`src/rtl/sram_port_ctrl.sv`:
```
// Valid/ready front end for a 1-cycle-read single-port SRAM macro; read data is valid the cycle after accept.
// Back-pressure parks one read word in a skid register and stalls req_ready; `SRAM_CTRL_INIT_EN adds a post-reset zero-fill.
module sram_port_ctrl #(
  parameter int unsigned DATA_W = 64,
  parameter int unsigned ADDR_W = 9,
  parameter int unsigned DEPTH  = 512
) (
  input  logic              clock,
  input  logic              reset,
  input  logic              req_valid,
  output logic              req_ready,
  input  logic              req_wen,
  input  logic [ADDR_W-1:0] req_addr,
  input  logic [DATA_W-1:0] req_wdata,
  input  logic [DATA_W-1:0] req_wmask,
  output logic              resp_valid,
  input  logic              resp_ready,
  output logic [DATA_W-1:0] resp_rdata,
  output logic              init_busy,
  output logic              sram_CEB,
  output logic              sram_WEB,
  output logic [DATA_W-1:0] sram_BWEB,
  output logic [ADDR_W-1:0] sram_A,
  output logic [DATA_W-1:0] sram_D,
  input  logic [DATA_W-1:0] sram_Q
);

  if (DEPTH != (1 << ADDR_W)) begin : g_depth_check
    $error("sram_port_ctrl: DEPTH must equal 2**ADDR_W");
  end

  logic              rd_inflight;
  logic              hold_valid;
  logic [DATA_W-1:0] hold_data;
  logic              run;
  logic              accept;

`ifdef SRAM_CTRL_INIT_EN
  typedef enum logic {INIT, RUN} state_t;
  localparam logic [ADDR_W:0] INIT_LAST = (ADDR_W+1)'(DEPTH - 1);

  state_t          state, state_nxt;
  logic [ADDR_W:0] init_cnt, init_cnt_nxt;

  always_ff @(posedge clock or posedge reset) begin
    if (reset) begin
      state    <= INIT;
      init_cnt <= '0;
    end else begin
      state    <= state_nxt;
      init_cnt <= init_cnt_nxt;
    end
  end

  always_comb begin
    state_nxt    = state;
    init_cnt_nxt = init_cnt;
    if (state == INIT) begin
      init_cnt_nxt = init_cnt + (ADDR_W+1)'(1);
      if (init_cnt == INIT_LAST) state_nxt = RUN;
    end
  end

  assign run       = (state == RUN);
  assign init_busy = (state == INIT);
`else
  assign run       = 1'b1;
  assign init_busy = 1'b0;
`endif

  // Stalling while an unaccepted Q is arriving keeps the skid register to a single entry.
  assign req_ready  = !reset && run && !hold_valid && !(rd_inflight && !resp_ready);
  assign accept     = req_valid && req_ready;
  assign resp_valid = !reset && (hold_valid || rd_inflight);
  assign resp_rdata = hold_valid ? hold_data : sram_Q;

  always_ff @(posedge clock or posedge reset) begin
    if (reset) begin
      rd_inflight <= 1'b0;
      hold_valid  <= 1'b0;
      hold_data   <= '0;
    end else begin
      rd_inflight <= accept && !req_wen;
      if (rd_inflight && !resp_ready) begin
        hold_valid <= 1'b1;
        hold_data  <= sram_Q;
      end else if (hold_valid && resp_ready) begin
        hold_valid <= 1'b0;
      end
    end
  end

  always_comb begin
    sram_CEB  = 1'b1;
    sram_WEB  = 1'b1;
    sram_BWEB = '1;
    sram_A    = '0;
    sram_D    = '0;
    if (!reset) begin
      if (accept) begin
        sram_CEB = 1'b0;
        sram_A   = req_addr;
        if (req_wen) begin
          sram_WEB  = 1'b0;
          sram_BWEB = ~req_wmask;
          sram_D    = req_wdata;
        end
      end
`ifdef SRAM_CTRL_INIT_EN
      if (state == INIT) begin
        sram_CEB  = 1'b0;
        sram_WEB  = 1'b0;
        sram_BWEB = '0;
        sram_A    = init_cnt[ADDR_W-1:0];
        sram_D    = '0;
      end
`endif
    end
  end

endmodule
```
`config.mk`:
```
export PLATFORM = sky130hd
export DESIGN_NAME = sram_port_ctrl
export DESIGN_NICKNAME = d
export VERILOG_FILES = /design/src/rtl/sram_port_ctrl.sv
export SDC_FILE = /design/constraint.sdc
export NUM_CORES = 1
export LEC_CHECK = 0
export CELL_PAD_IN_SITES_DETAIL_PLACEMENT = 1
export CELL_PAD_IN_SITES_GLOBAL_PLACEMENT = 1
export CORE_ASPECT_RATIO = 0.7
export CORE_MARGIN = 2
export CORE_UTILIZATION = 24
export CTS_BUF_LIST = sky130_fd_sc_hd__clkbuf_16
export CTS_CLUSTER_SIZE = 8
export DETAILED_ROUTE_END_ITERATION = 10
export PLACE_DENSITY = 0.83
export SYNTH_ARGS = -nofsm -noshare
export SYNTH_HDL_FRONTEND = slang
export SYNTH_SLANG_ARGS = --single-unit
```
`constraint.sdc`:
```
create_clock -name clock -period 2.8 [get_ports clock]
set_clock_uncertainty 0.2 [all_clocks]
set_input_delay 0.56 -clock clock [delete_from_list [all_inputs] [get_ports clock]]
set_output_delay 0.56 -clock clock [all_outputs]
set_load 0.1 [all_outputs]
```
==> results by group, run 1 <==
Status
  • Outcome: finished clean

CTS
  • Postcts setup bufs: 0
  • Htree depth: 3
  • Clock transition at the registers of the reported paths: 0.06 ns
  • CTS max path bufs: 2
  • CTS Buf Count: 9
  • Clk Latency, worst-skew pair: 0.33 ns
  • CTS Sinks: 66
  • Root Buffer: clkbuf_16
  • CTS tree: built
  • Post-CTS Hold Buffers: 0

Timing
  • Final hold vios: 0
  • Max Slew Vio Count: 0
  • Setup ws final: 0.03402 ns
  • Final worst path period need: 2.766 ns
  • Max Fclk: 0.3615 GHz
  • Setup_tns: 0 ns
  • WHS: 0.3029 ns
  • Setup violators final: 0
  • Final cycle utilization of the critical path: 98.79%

Die
  • Num rows: 45
  • Core Footprint: 21900 µm²
  • Die Area: 23800 µm²
  • DIE HEIGHT: 129.7 µm
  • # IOs: 412
  • Initial Util: 24.72%
  • Horiz. Die Dim: 183.5 µm

Pwr
  • Sw Ratio: 41.63%
  • Seq pwr share: 24.9%
  • Clk network pwr share: 21.6%
  • P_int: 3.089 mW
  • Overall power: 5.292 mW
  • P_leak: 5.335 nW
  • Pwr Density: 423.6 nW/µm²
  • Worst vdd ir: 0.3278 mV
  • NetSw: 2.203 mW
  • Gate power share: 53.5%

Critical path
  • Kind of critical path: in2out
  • CP Max Fanout: 35
  • CP Depth: 5
  • Req. time, crit path: 2.04 ns
  • Critical path launch point type: primary input
  • Crit-path cells: clkdlybuf4s50_1 > or2_4 > buf_12 > nor3_2 > buf_12
  • WP buf/inv: 3
  • Worst stage delay on the critical path: 0.43 ns
  • CP max stage cell: clkdlybuf4s50_1
  • Reg2Reg Depth: 4
  • CP Capture Type: output port
  • Largest delay share family, worst path: buffers and inverters
  • Crit-path most repeated cell: buf_12
  • Crit path arrival time: 2.01 ns

Final layout
  • Nets@finish: 1151
  • Final instance area: 12490 µm²
  • Post-Layout Cell Count: 1234
  • Area Growth Syn to Fin: 130.7%
  • Layout cells sized above 1: 50.11%
  • Final core occ: 57.04%

Detailed routing
  • Vias per std cell: 4.894
  • DR vias: 6039
  • DRC: 0
  • Routed length per instance: 22.49 µm
  • TritonRoute pass-1 iters: 4
  • Final WL: 27750 µm
  • Antenna viol nets, final: 0
  • DR iter-0 viols: 201

Yosys
  • Sequential area share after synthesis: 30.50%
  • Post-Synthesis Net Count: 762
  • Synthesized area per cell: 9.740 µm²
  • FF+latch count, synth: 66
  • YS warnings: 0
  • Mapped Area: 5415 µm²
  • Library cells used by synthesis: 20
  • Gate Count Post-Synth: 556

Global route
  • Initial antenna violation count: 2
  • GRT overflow: 0
  • GRT Overall Usage: 22.69%
  • Global-route wire length before repair: 41300 µm
  • Largest net degree at the start of global routing: 66
  • Vias in the first global route: 6705

Worst hold path
  • Hold crit path type: reg2reg
  • Hold Path Depth: 1

Placed design
  • Final HPWL DP: 22210 µm
  • Post-DP Area: 12160 µm²
  • Dpl cells: 1216
  • Port Buffers: 410
  • Gpl congestion: 0.7608
  • Pre-CTS setup slack: -0.06089 ns

Flow run
  • Max-Cap Viols: 0
cell type report:
| type | count | area (µm²) |
|---|---|---|
| diodes | 2 | 5.005 |
| clock buffers | 9 | 225.2 |
| fillers | 2152 | 9410 |
| clock inverters | 7 | 70.07 |
| well taps | 282 | 352.8 |
| multi-input cells | 414 | 3472 |
| repair buffers | 453 | 6710 |
| flip-flops and latches | 66 | 1653 |
| inverters | 1 | 3.754 |
cells by family after synthesis:
family | share of synthesized area [%]
simple gates | 32.19
other cells | 0.06925
buf+inv | 8.687
flops | 30.50
mux | 28.56
per-layer routing:
metal  GRT usage [%]  part of all wire (%)  vias up
li1                -                     -     2790
met1           25.18                    37     2976
met2           42.66                    54      239
met3           7.139                   7.1       34
met4           4.941                   2.0        0
met5               0                     0        -
sequential cells by signal (all words and copies together) (netlist names):
register,count
hold_valid,1
rd_inflight,1
hold_data,64
cell usage in the layout (no fill, tap or decap), drive strengths merged:
master and n:
and3 64, buf 250, bufinv 1, clkbuf 9, clkdlybuf4s50 202, clkinv 1
clkinvlp 3, conb 1, dfrtp 66, diode 2, dlygate4sd2 1, inv 3
mux2 128, nand2 9, nand2b 1, nand3 129, nand4 1, nor2 5
nor2b 1, nor3 73, nor4b 1, or2 1
power groups by stage:
stage | Clock [mW] | Sequential [mW] | Combinational, mW
3_5_place_dp | 0 | 1.33 | 2.83
5_1_grt | 1.22 | 1.35 | 2.93
2_1_floorplan | 0 | 1.28 | 1.77
3_3_place_gp | 0 | 1.30 | 2.77
4_1_cts | 1.17 | 1.32 | 2.85
6_report | 1.14 | 1.32 | 2.83
synthesized netlist by cell type:
library cell  count  share of area (%)
nand3_1         129                 12
mux2_2          100                 21
dfrtp_1          66                 30
and3_1           64                7.4
nor3_2           49                9.1
buf_2            34                3.1
mux2_4           28                7.8
nor3_1           24                2.2
clkbuf_1         17                1.2
buf_6            14                2.9
buf_4            10                1.4
nand2_1           9               0.62
nor2_1            5               0.35
conb_1            1              0.069
inv_1             1              0.069
nand2b_1          1               0.12
nand4_1           1               0.12
nor2b_1           1               0.12
nor4b_1           1               0.16
or2_1             1               0.12
path summary, 6_finish.rpt:
kind / end / from / slack, ns
max reg2reg: hold_data[7] / rd_inflight / 0.93
max in group asynchronous: hold_valid / reset / 1.42
min reg2reg: hold_data[12] / hold_data[12] / 0.30
min: hold_data[12] / hold_data[12] / 0.30
max: sram_A[3] / reset / 0.03
min in group asynchronous: hold_data[57] / reset / 0.61
what timing repair did:
action,CTS,global route
endpoints found under the setup margin,25,3
gates cloned,0,0
resized for setup,3,3
No activity file was read; power rests on OpenSTA's default activity.
==> inputs of run 2 (changes only) <==
- CORE_MARGIN: 2 -> not set
==> results by group, run 2 (synthesized netlist as in run 1, its figures left out) <==
Final layout
  • Layout cells sized above 1: 50.62%
  • Biggest register: hold_data
  • Area Growth Syn to Fin: 137.6%
  • Most common cell after layout, fill and taps aside: buf_12
  • Final instance area: 12870 µm²
  • Final core occ: 58.75%
  • Commonest non-fill, non-tap cells in the layout: buf_12 (221), clkdlybuf4s50_1 (201), nand3_1 (128), mux2_2 (100), dfrtp_1 (65)
  • Final-layout fill cell count: 2126
  • Nets@finish: 1163
  • Largest regs: hold_data (64), hold_valid (1), rd_inflight (1)
  • Post-Layout Cell Count: 1245
  • Max reg flops: 64

Critical path
  • Critical path launch point type: primary input
  • Reg2Reg Depth: 4
  • CP Capture Type: output port
  • R2R Setup Slk: 0.77 ns
  • CP Max Fanout: 29
  • Crit path arrival time: 1.90 ns
  • Req. time, crit path: 2.04 ns
  • Kind of critical path: in2out

Detailed routing
  • Vias per std cell: 4.997
  • DR iter-0 viols: 178
  • DR vias: 6221
  • TritonRoute pass-1 iters: 4
  • Antenna viol nets, final: 0
  • DRC: 0
  • Final WL: 28520 µm
  • Routed length per instance: 22.91 µm

CTS
  • Root Buffer: clkbuf_16
  • Clk Latency, worst-skew pair: 0.33 ns
  • CTS Sinks: 66
  • CTS tree: built
  • Clock transition at the registers of the reported paths: 0.06 ns
  • Htree depth: 3
  • CTS Buf Count: 9
  • CTS max path bufs: 2

Die
  • DIE HEIGHT: 127.7 µm
  • # IOs: 412
  • Num rows: 45
  • Die Area: 23180 µm²
  • Horiz. Die Dim: 181.5 µm
  • Initial Util: 24.72%
  • Core Footprint: 21900 µm²

Flow run
  • Max-Cap Viols: 0

Timing
  • Max Slew Vio Count: 0
  • Unrepaired setup endpoints after global routing: no
  • Final worst path period need: 2.662 ns
  • Max Fclk: 0.3756 GHz
  • Setup_tns: 0 ns
  • Final hold vios: 0
  • Final cycle utilization of the critical path: 95.09%
  • Setup violators final: 0
  • Setup ws final: 0.1376 ns
  • WHS: 0.2941 ns

Pwr
  • Pwr Density: 429.8 nW/µm²
  • Worst vdd ir: 0.2828 mV
  • Overall power: 5.531 mW
  • Clk network pwr share: 23.5%
  • Seq pwr share: 23.9%
  • NetSw: 2.227 mW
  • Gate power share: 52.6%
  • P_int: 3.304 mW
  • P_leak: 5.408 nW
  • Sw Ratio: 40.27%

Placed design
  • Dpl cells: 1219
  • Post-DP Area: 12150 µm²
  • Gpl congestion: 0.7502
  • Final HPWL DP: 21830 µm
  • Pre-CTS setup slack: -0.09664 ns
  • Port Buffers: 410

Global route
  • Vias in the first global route: 6804
  • Initial antenna violation count: 2
  • GRT overflow: 0
  • GRT Overall Usage: 23.61%
  • Global-route wire length before repair: 41840 µm
  • Largest net degree at the start of global routing: 67

Worst hold path
  • Hold crit path type: in2async

Status
  • Outcome: finished clean
## run 2: cell count changes in the layout (fill, tap and decap cells not counted), sizes merged, moves of 2 or more
cell / change
inv: -2
clkbuf: +4
bufinv: +2
buf: +8
## run 2: worst paths after layout
check                           endpoint           from
setup / recovery              sram_D[61]     resp_ready
hold / removal               rd_inflight          reset
setup reg to reg           hold_data[23]    rd_inflight
hold reg to reg            hold_data[27]  hold_data[27]
max in group asynchronous  hold_data[36]          reset
min in group clock         hold_data[27]  hold_data[27]
## run 2: power by group through the flow
stage / registers [mW] / logic (mW) / clock network, mW
finish: 1.32 / 2.91 / 1.30
global route: 1.35 / 3.01 / 1.37
CTS: 1.32 / 2.86 / 1.33
detailed placement: 1.34 / 2.84 / 0
global placement: 1.30 / 2.77 / 0
floorplan: 1.28 / 1.77 / 0
## run 2: final cells by class
type / instances / area [µm²] / area share, %
antenna: 1 / 2.502 / 0.01945
clock buffer: 9 / 225.2 / 1.750
clock inverter: 7 / 117.6 / 0.9140
inverter: 1 / 3.754 / 0.02917
multi-input combinational: 414 / 3655 / 28.40
sequential: 66 / 1653 / 12.84
tap: 282 / 352.8 / 2.742
timing repair buffer: 465 / 6859 / 53.30
## run 2: critical path, stage by stage
cell and delay, ns:
dlygate4sd2_1 0.29, nor2b_4 0.25, buf_12 0.30, buf_12 0.22, nor3_2 0.08, buf_12 0.17
## run 2: per-layer routing
metal | part of all wire, % | vias up | track usage, %
met3 | 6.9 | 46 | 8.097
met2 | 54 | 255 | 44.30
met1 | 36 | 3089 | 24.91
met4 | 2.8 | 2 | 7.178
li1 | - | 2829 | -
met5 | 0.060 | - | 0
## run 2: timing repair
action,CTS,global route
pin swaps,0,2
gates resized for setup,8,30
buffers inserted,0,5
cloned,0,4
endpoints found under the setup margin,78,78
hold buffers,0,0
==> inputs of run 3 (changes only) <==
- CAP_MARGIN: not set -> 10
- SKIP_CTS_REPAIR_TIMING: not set -> 1
==> results by group, run 3 (synthesized netlist as in run 1, its figures left out) <==
Die
  • Core Footprint: 21900 µm²
  • Initial Util: 24.72%
  • Die Area: 23180 µm²
  • DIE HEIGHT: 127.7 µm
  • # IOs: 412
  • Horiz. Die Dim: 181.5 µm
  • Num rows: 45

Critical path
  • Req. time, crit path: 2.04 ns
  • Critical path launch point type: flop
  • R2r startpoint: rd_inflight
  • CP Max Fanout: 37
  • Crit path arrival time: 1.91 ns
  • R2R Path End: hold_data[23]
  • Reg2Reg Depth: 4
  • Kind of critical path: reg2out
  • R2R Setup Slk: 0.86 ns
  • CP Capture Type: output port

Pwr
  • P_int: 3.281 mW
  • Worst vdd ir: 0.2828 mV
  • Gate power share: 52.1%
  • Pwr Density: 434.1 nW/µm²
  • P_leak: 5.432 nW
  • Overall power: 5.476 mW
  • Sw Ratio: 40.08%
  • Clk network pwr share: 23.8%
  • Seq pwr share: 24.2%
  • NetSw: 2.195 mW

Global route
  • Vias in the first global route: 6788
  • Initial antenna violation count: 2
  • GRT overflow: 0
  • Global-route wire length before repair: 41800 µm
  • Largest net degree at the start of global routing: 67
  • GRT Overall Usage: 23.57%

Timing
  • Max Fclk: 0.3744 GHz
  • Final worst path period need: 2.671 ns
  • Max Slew Vio Count: 0
  • Setup violators final: 0
  • WHS: 0.2989 ns
  • Unrepaired setup endpoints after global routing: no
  • Final cycle utilization of the critical path: 95.40%
  • Final hold vios: 0

CTS
  • CTS Buf Count: 9
  • Root Buffer: clkbuf_16
  • Clock transition at the registers of the reported paths: 0.06 ns
  • CTS max path bufs: 2
  • Htree depth: 3
  • CTS Sinks: 66
  • Clk Latency, worst-skew pair: 0.34 ns
  • CTS tree: built

Detailed routing
  • DR vias: 6143
  • DR iter-0 viols: 162
  • Antenna viol nets, final: 0
  • DRC: 0
  • Final WL: 28010 µm
  • Routed length per instance: 22.57 µm
  • TritonRoute pass-1 iters: 4
  • Vias per std cell: 4.950

Flow run
  • Max-Cap Viols: 0

Final layout
  • Nets@finish: 1159
  • Biggest register: hold_data
  • Max reg flops: 64
  • Final-layout fill cell count: 2165
  • Largest regs: hold_data (64), hold_valid (1), rd_inflight (1)
  • Commonest non-fill, non-tap cells in the layout: buf_12 (220), clkdlybuf4s50_1 (201), nand3_1 (129), mux2_2 (100), nor3_2 (71)
  • Area Growth Syn to Fin: 132.9%
  • Layout cells sized above 1: 50.31%
  • Most common cell after layout, fill and taps aside: buf_12

Worst hold path
  • Min-delay src: hold_data[27]
  • Hold Path Depth: 1
  • Sink of the worst hold path: hold_data[27]
  • Hold crit path type: reg2reg

Placed design
  • Gpl congestion: 0.7502
  • Port Buffers: 410
  • Final HPWL DP: 21830 µm

Status
  • Outcome: finished clean
run 3: worst max-delay path by stage:
stage,startpoint,to,cells past startpoint
final,hold_valid,sram_BWEB[38],6
after detailed placement,resp_ready,sram_D[37],6
after global routing,hold_valid,sram_BWEB[38],6
after global placement,resp_ready,sram_BWEB[58],6
after floorplan,reset,sram_A[0],4
after CTS,resp_ready,sram_D[37],6
run 3: layout make-up:
class,count,area [µm²],share of cell area [%]
clock inverter,7,117.6,0.9324
sequential,66,1653,13.10
multi-input combinational,415,3465,27.46
clock buffer,9,225.2,1.785
inverter,1,3.754,0.02976
antenna,1,2.502,0.01984
tap,282,352.8,2.797
timing repair buffer,460,6795,53.87
run 3: routing by layer:
layer / track usage, % / wire length [µm]
met1: 24.97 / 10210
met2: 44.21 / 15100
met3: 8.068 / 1998
met4: 6.929 / 674
met5: 0 / 23
run 3: power by group through the flow:
stage,clock network (mW),logic [mW],registers (mW)
after floorplan,0,1.77,1.28
after global placement,0,2.77,1.30
after detailed placement,0,2.84,1.34
after CTS,1.33,2.85,1.32
after global routing,1.37,2.96,1.35
final,1.30,2.85,1.32
run 3: critical path, cell delays in order, from the launching register on:
cell,delay (ns)
dfrtp_2,0.45
buf_4,0.23
nor2_4,0.14
buf_12,0.20
buf_4,0.16
nand3_1,0.14
buf_12,0.21
run 3: metrics by stage:
step,setup TNS [ns],cell area (µm²),utilization (%),std cells,setup WS (ns)
final,0,12610,57.60,1241,0.1288
after global routing,0,12610,57.58,1240,0.02488
after CTS,-3.641,12490,57.04,1235,-0.1061
after detailed placement,-2.838,12150,55.47,1219,-0.09664
after global placement,-0.02866,12150,55.47,1219,-0.004528
after floorplan,-19.86,5540,-,556,-0.2834
